==> config.mk <==
export PLATFORM = sky130hd
export DESIGN_NAME = div_seq
export DESIGN_NICKNAME = d
export VERILOG_FILES = /design/src/rtl/div_seq.sv
export SDC_FILE = /design/constraint.sdc
export NUM_CORES = 1
export LEC_CHECK = 0
export ABC_CLOCK_PERIOD_IN_PS = 3500
export CAP_MARGIN = 20
export CELL_PAD_IN_SITES_DETAIL_PLACEMENT = 0
export CELL_PAD_IN_SITES_GLOBAL_PLACEMENT = 1
export CORE_MARGIN = 4
export CORE_UTILIZATION = 43
export DETAILED_ROUTE_END_ITERATION = 6
export HOLD_SLACK_MARGIN = 0.1
export PLACE_DENSITY_LB_ADDON = 0.1
export SETUP_SLACK_MARGIN = 0.4
export SYNTH_ARGS = -nofsm -noshare
export SYNTH_HDL_FRONTEND = slang
export SYNTH_SLANG_ARGS = --single-unit
==> constraint.sdc <==
create_clock -name clk -period 3.5 [get_ports clk]
set_input_delay 0.875 -clock clk [delete_from_list [all_inputs] [get_ports clk]]
set_output_delay 0.875 -clock clk [all_outputs]
set_load 0.02 [all_outputs]
==> src/rtl/div_seq.sv <==
// Restoring RV32M divider that borrows the core ALU; fixed latency 2*Width+4 cycles start-to-done.
// Backpressure: start is ignored while busy, abort flushes to IDLE without a done.
module div_seq #(
    parameter int Width = 32
) (
    input  logic             clk,
    input  logic             rst_n,
    input  logic             start,
    input  logic             abort,
    input  logic [1:0]       op,
    input  logic [Width-1:0] dividend,
    input  logic [Width-1:0] divisor,
    output logic             busy,
    output logic             done,
    output logic [Width-1:0] result,
    output logic [Width-1:0] alu_a,
    output logic [Width-1:0] alu_b,
    output logic [3:0]       alu_op,
    input  logic [Width-1:0] alu_c
);

    localparam int CW = (Width > 2) ? $clog2(Width) : 1;
    localparam logic [3:0] OP_ADD = 4'b0000;
    localparam logic [3:0] OP_SUB = 4'b1000;
    localparam logic [3:0] OP_CMP = 4'b0011;

    typedef enum logic [2:0] {
        S_IDLE, S_ABS_A, S_ABS_B, S_CMP, S_SUB, S_FIX, S_DONE
    } state_t;

    state_t            r_state, w_next;
    logic [Width-1:0]  r_q, r_r, r_b, r_result;
    logic [CW-1:0]     r_cnt;
    logic              r_rem, r_neg_a, r_neg_b, r_dz, r_take;
    logic [Width-1:0]  w_rp, w_sel;
    logic              w_neg;

    // Remainder shifted left with the next dividend bit; r_r[MSB] is the lost carry.
    assign w_rp  = {r_r[Width-2:0], r_q[Width-1]};
    assign w_sel = r_rem ? r_r : r_q;
    assign w_neg = r_rem ? r_neg_a : ((r_neg_a ^ r_neg_b) & ~r_dz);

    assign busy   = (r_state != S_IDLE);
    assign done   = (r_state == S_DONE);
    assign result = r_result;

    always_ff @(posedge clk or negedge rst_n) begin
        if (!rst_n) begin
            r_state <= S_IDLE;
        end else begin
            r_state <= w_next;
        end
    end

    always_comb begin
        w_next = r_state;
        alu_a  = '0;
        alu_b  = '0;
        alu_op = OP_ADD;
        case (r_state)
            S_IDLE: begin
                if (start) w_next = S_ABS_A;
            end
            S_ABS_A: begin
                alu_b  = r_q;
                alu_op = OP_SUB;
                w_next = S_ABS_B;
            end
            S_ABS_B: begin
                alu_b  = r_b;
                alu_op = OP_SUB;
                w_next = S_CMP;
            end
            S_CMP: begin
                alu_a  = w_rp;
                alu_b  = r_b;
                alu_op = OP_CMP;
                w_next = S_SUB;
            end
            S_SUB: begin
                alu_a  = w_rp;
                alu_b  = r_b;
                alu_op = OP_SUB;
                w_next = (r_cnt == '0) ? S_FIX : S_CMP;
            end
            S_FIX: begin
                alu_b  = w_sel;
                alu_op = OP_SUB;
                w_next = S_DONE;
            end
            S_DONE: begin
                w_next = S_IDLE;
            end
            default: begin
                w_next = S_IDLE;
            end
        endcase
        if (abort) w_next = S_IDLE;
    end

    always_ff @(posedge clk or negedge rst_n) begin
        if (!rst_n) begin
            r_q      <= '0;
            r_r      <= '0;
            r_b      <= '0;
            r_result <= '0;
            r_cnt    <= '0;
            r_rem    <= 1'b0;
            r_neg_a  <= 1'b0;
            r_neg_b  <= 1'b0;
            r_dz     <= 1'b0;
            r_take   <= 1'b0;
        end else if (!abort) begin
            case (r_state)
                S_IDLE: begin
                    if (start) begin
                        r_rem   <= op[1];
                        r_q     <= dividend;
                        r_b     <= divisor;
                        r_r     <= '0;
                        r_neg_a <= ~op[0] & dividend[Width-1];
                        r_neg_b <= ~op[0] & divisor[Width-1];
                        r_dz    <= (divisor == '0);
                        r_cnt   <= CW'(Width - 1);
                    end
                end
                S_ABS_A: if (r_neg_a) r_q <= alu_c;
                S_ABS_B: if (r_neg_b) r_b <= alu_c;
                S_CMP:   r_take <= r_r[Width-1] | alu_c[0];
                S_SUB: begin
                    r_r   <= r_take ? alu_c : w_rp;
                    r_q   <= {r_q[Width-2:0], r_take};
                    r_cnt <= r_cnt - 1'b1;
                end
                S_FIX:   r_result <= w_neg ? alu_c : w_sel;
                default: ;
            endcase
        end
    end

endmodule

# --- Yosys cells after proc, flatten, opt, wreduce, memory -nomap -nowiden ---
# Index checks and enable logic that the tools add are counted.
totals:
  reg_bits: 141
  elab_cells: 67
op_classes:
  n_addsub: 1
  eq_ne: 10
  mux: 21
  n_bitwise: 8
  reduce_logical: 16
op_table:
  columns: ["operator", "n"]
  rows:
  - ["32-bit two-way mux", 9]
  - ["32-bit case mux with 3 select lines", 2]
  - ["32-bit case mux with 2 select lines", 2]
  - ["32-bit zero test", 1]
  - ["3-bit case mux with 6 select lines", 1]
  - ["5-bit case mux with 2 select lines", 1]
  - ["3-bit equality test (second input constant)", 3]
  - ["3-bit two-way mux", 3]
  - ["4-bit case mux with 2 select lines", 1]
  - ["4-bit AND reduction", 2]
  - ["3-bit by 2-bit equality test with 1-bit output (second input constant)", 2]
  - ["2-bit != test (second input constant)", 3]
  - ["3-bit AND reduction", 2]
  - ["3-bit nonzero test", 2]
  - ["5-bit zero test", 1]
  - ["5-bit two-way mux", 1]
  - ["5-bit by 1-bit subtractor with 5-bit output (second input constant)", 1]
  - ["2-bit AND reduction", 2]
  - ["2-bit nonzero test", 2]
  - ["4-bit OR reduction", 1]
  - ["1-bit bitwise AND", 3]
  - ["3-bit by 1-bit equality test with 1-bit output (second input constant)", 1]
  - ["3-bit zero test", 1]
  - ["3-bit != test (second input constant)", 1]
  - ["6 further kinds", 8]

# --- Depth between registers and ports, before layout ---
# Gate-level depths: netlist of the first run.
depth:
  ltp_word: 4
  mapped_depth: 7
  mapped_depth_nobuf: 5

# --- Worst setup path before layout of the first run ---
# No wires, ideal clock.
synth_path:
  path_type: "register to output"
  startpoint: "register r_state[1]"
  endpoint: "output port alu_b[22]"
  t_arrival_ns: 1.808
  required_time_ns: 2.625
  slack_ns: 0.817
  stages_incl_launch_ff: 8
  path_buffers: 4
  path_cell_list: "dfrtp_1 > buf_4 > buf_2 > inv_1 > clkbuf_1 > buf_1 > a21oi_1 > a31oi_1"
synth_between:
  elab_chain_cells: 3
  word_cells_on_any_way: 7
  classes_between: "eq/ne: 5; mux: 1; reduce/logical: 1"
synth_rtl:
  columns: ["element", "line_no", "text"]
  rows:
  - ["start: declaration", "31", "state_t r_state, w_next;"]
  - ["start signal: assignment", "51", "r_state <= w_next;"]
  - ["3-bit equality test or 3-bit by 2-bit equality test with 1-bit output (tied branches)", "60", "case (r_state)"]
  - ["3-bit OR reduction (no line)", null, null]
  - ["32-bit case mux with 3 select lines *", "60", null]
  - ["end: declaration", "17", "output logic [Width-1:0] alu_b,"]
# Mark *: on every way between the ends. The rest lies on a longest branch, timed or not.

# --- Worst setup path in the final report of the first run ---
layout_path:
  startpoint: "register r_state[2]"
  endpoint: "output port alu_b[12]"
# Same word-level chain as after synthesis.

==> impl_metrics.json, run 1 <==
{
  "status": "complete, no violations",
  "reg2reg_slack_ps": 820,
  "synth.most_common_cell": "dfrtp_1",
  "critPathCaptureType": "output port",
  "antenna_found_initial": 1,
  "design_power_total_uw": 6450,
  "hold_path.class": "input pin to asynchronous set/reset pin",
  "netlist.area_leader.share_pct": 36.0,
  "seq_area_frac_synth_pct": 36.0,
  "synth_ff_type": "dfrtp_1",
  "finalCritPeriodShare_pct": 87.2,
  "pwr-share-seq_pct": 35.8,
  "r2r_end": "r_q[2]",
  "synth_fp_nets": 1089,
  "p_int_uw": 4230,
  "p_switching_uw": 2220,
  "cap_violations": 0,
  "portBuffers": 202,
  "fill_cells": 1972,
  "syn-cell-area_um2": 9810,
  "synth_enable_flop_cells": 0,
  "clkPwrFrac_pct": 29.8,
  "power_per_cell_area_nw_per_um2": 508,
  "start_util_pct": 44.3,
  "diodes": 0,
  "ant_nets": 0,
  "tightest_slew_ps": 663,
  "cts_buffer_depth": 2,
  "yosys-top-cells-count": "dfrtp_1, mux2_2, nand2_1",
  "arrival_ps": 2180,
  "htree_levels": 4,
  "clock-sinks": 141,
  "cts_tree": "done",
  "skew_ps": 7.83,
  "switching_share_pct": 34.4,
  "reg2regPathDepth": 5,
  "core_um2": 22200,
  "grt_max_degree": 64,
  "dieArea_um2": 25300,
  "worst-path-max-fanout": 8,
  "yosysWarnings": 0,
  "grt-ovfl-total": 0,
  "grt_usage_pct": 27.2,
  "drive_above_1_share_pct": 22.9,
  "place_ws_ps": 471,
  "yosysTopAreaCell": "dfrtp_1",
  "ys_seq_elements": 141,
  "vias": 8933,
  "ctsHoldBuffers": 0,
  "drc": 0,
  "grt_pass1_vias": 9030,
  "path_class": "flop to output port",
  "setup_violations": 0,
  "ys_types": 56,
  "place.gp.congestion": 0.799,
  "worstReg2RegStart": "r_state[1]",
  "detail_route.wl_per_cell_um": 24.7,
  "power.leakage_uw": 0.00506,
  "synthCells": 986,
  "cts_root_buf": "clkbuf_16",
  "ir_drop_uv": 286,
  "grt_pass1_wl_um": 55300,
  "insertion_delay_ps": 430,
  "slew_violations": 0,
  "synthTopCellsByArea": "dfrtp_1, mux2_2, nor4bb_1, mux2_4, nand2_1",
  "rows": 54,
  "dr.pass1.iters": 5,
  "die_height_um": 159,
  "drt_iter0_markers": 592,
  "critPathRequiredTime_ps": 2620,
  "synth.avg_cell_area_um2": 9.95,
  "fmax_ghz": 0.328,
  "startpoint_type": "flop",
  "tns_ps": 0,
  "layout_setup_ws_ps": 448,
  "via_per_inst": 6.25,
  "routed_wl_um": 35400,
  "combPwrFrac_pct": 34.4,
  "cts.clk_slew.worst_paths_ps": 70,
  "layout.nets": 1240,
  "relSlewSlack_pct": 55.8,
  "rsz0062_at_grt": "true",
  "async_flop_share_pct": 100,
  "die_w_um": 159,
  "syn2layout_area_growth_pct": 29.3,
  "place_hpwl_um": 22700,
  "io_pins": 204,
  "numCtsBuffers": 17,
  "hold_viol_final": 0,
  "period_minus_slack_ps": 3050
}
kinds of logic after synthesis:
| group | count (synthesis) | share of synthesized area, % |
|---|---|---|
| buffers and inverters | 131 | 6.03 |
| adders and majority gates | 1 | 0.128 |
| DFF | 141 | 36.0 |
| and+or+nand+nor | 269 | 17.6 |
| other | 1 | 0.0382 |
| muxes | 162 | 19.2 |
| AOI/OAI and AO/OA | 281 | 21.0 |
worst max-delay path, cell delays in order (launching register included):
cell and delay, ps:
dfrtp_4 490, nor2b_4 270, buf_4 200, buf_4 180
nand2_1 70, a31oi_1 210, clkdlybuf4s15_1 330
stage by stage:
step | area (µm²) | hold slack, ps | cells | utilization (%)
after global placement | 12100 | 470 | 1390 | 54.6
after global routing | 12700 | 383 | 1430 | 57.2
after detailed placement | 12100 | 483 | 1390 | 54.6
after floorplan | 9810 | 452 | 986 | -
after CTS | 12700 | 370 | 1427 | 57.3
final | 12700 | 362 | 1430 | 57.2
power by group through the flow:
| stage | clock network [µW] | registers [µW] | logic, µW |
|---|---|---|---|
| after CTS | 1930 | 2340 | 2150 |
| after floorplan | 0 | 2220 | 1470 |
| after global routing | 2000 | 2350 | 2370 |
| after detailed placement | 0 | 2370 | 2180 |
| final | 1920 | 2310 | 2220 |
| after global placement | 0 | 2370 | 2160 |
sequential cells by signal, summed over array words and instances, names as in the netlist:
name     count
r_neg_a      1
r_state      3
r_dz         1
r_rem        1
r_cnt        5
r_q         32
r_neg_b      1
r_r         32
result      32
r_take       1
r_b         32
metal layers:
layer | wire (µm) | GRT usage, % | part of all wire [%] | vias up
met1 | 16200 | 37.8 | 46 | 4497
met2 | 16500 | 43.4 | 47 | 322
met4 | 423 | 6.63 | 1.2 | 2
li1 | - | - | - | 4074
met3 | 2140 | 6.19 | 6.1 | 38
met5 | 13 | 0 | 0.037 | -
cell type report:
class | count | area [µm²] | area share (%)
multi-input combinational | 714 | 5720 | 45.1
clock buffer | 18 | 439 | 3.46
timing repair buffer | 255 | 2440 | 19.2
inverter | 8 | 32.5 | 0.256
sequential | 141 | 3540 | 27.9
tap | 280 | 350 | 2.76
clock inverter | 14 | 168 | 1.32
cells in the final DEF, fill, tap and decap left out, drive strengths merged, types with 33 or more instances in the layout:
cell           netlist  final
nand2               98     98
clkbuf              85     43
a21oi               34     34
dfrtp              141    141
buf                 38     54
o21ai               40     40
o211ai              33     33
nor4bb              56     56
clkdlybuf4s50        0    136
mux2i               33     33
mux2               129    129
worst max-delay path by stage:
stage               startpoint   endpoint  slack [ps]  cells after the start
detailed placement  r_state[2]  alu_b[27]         470                      5
floorplan           r_state[1]  alu_b[22]         820                      7
finish              r_state[2]  alu_b[12]         450                      6
global placement         start    r_r[26]         490                      5
CTS                 r_state[2]  alu_b[27]         280                      5
global route        r_state[0]  alu_op[3]         380                      5
what timing repair did:
item,4_1_cts,5_1_grt
buffers inserted,5,2
endpoints found under the setup margin,67,58
gates resized for setup,71,83
(Power assumes the default switching activity.)
==> run 2: changes to the inputs <==
CTS_CLUSTER_SIZE = 25   (was default)
==> results of run 2 <==
No change in the layout: final DEF, timing and power equal those of run 1.
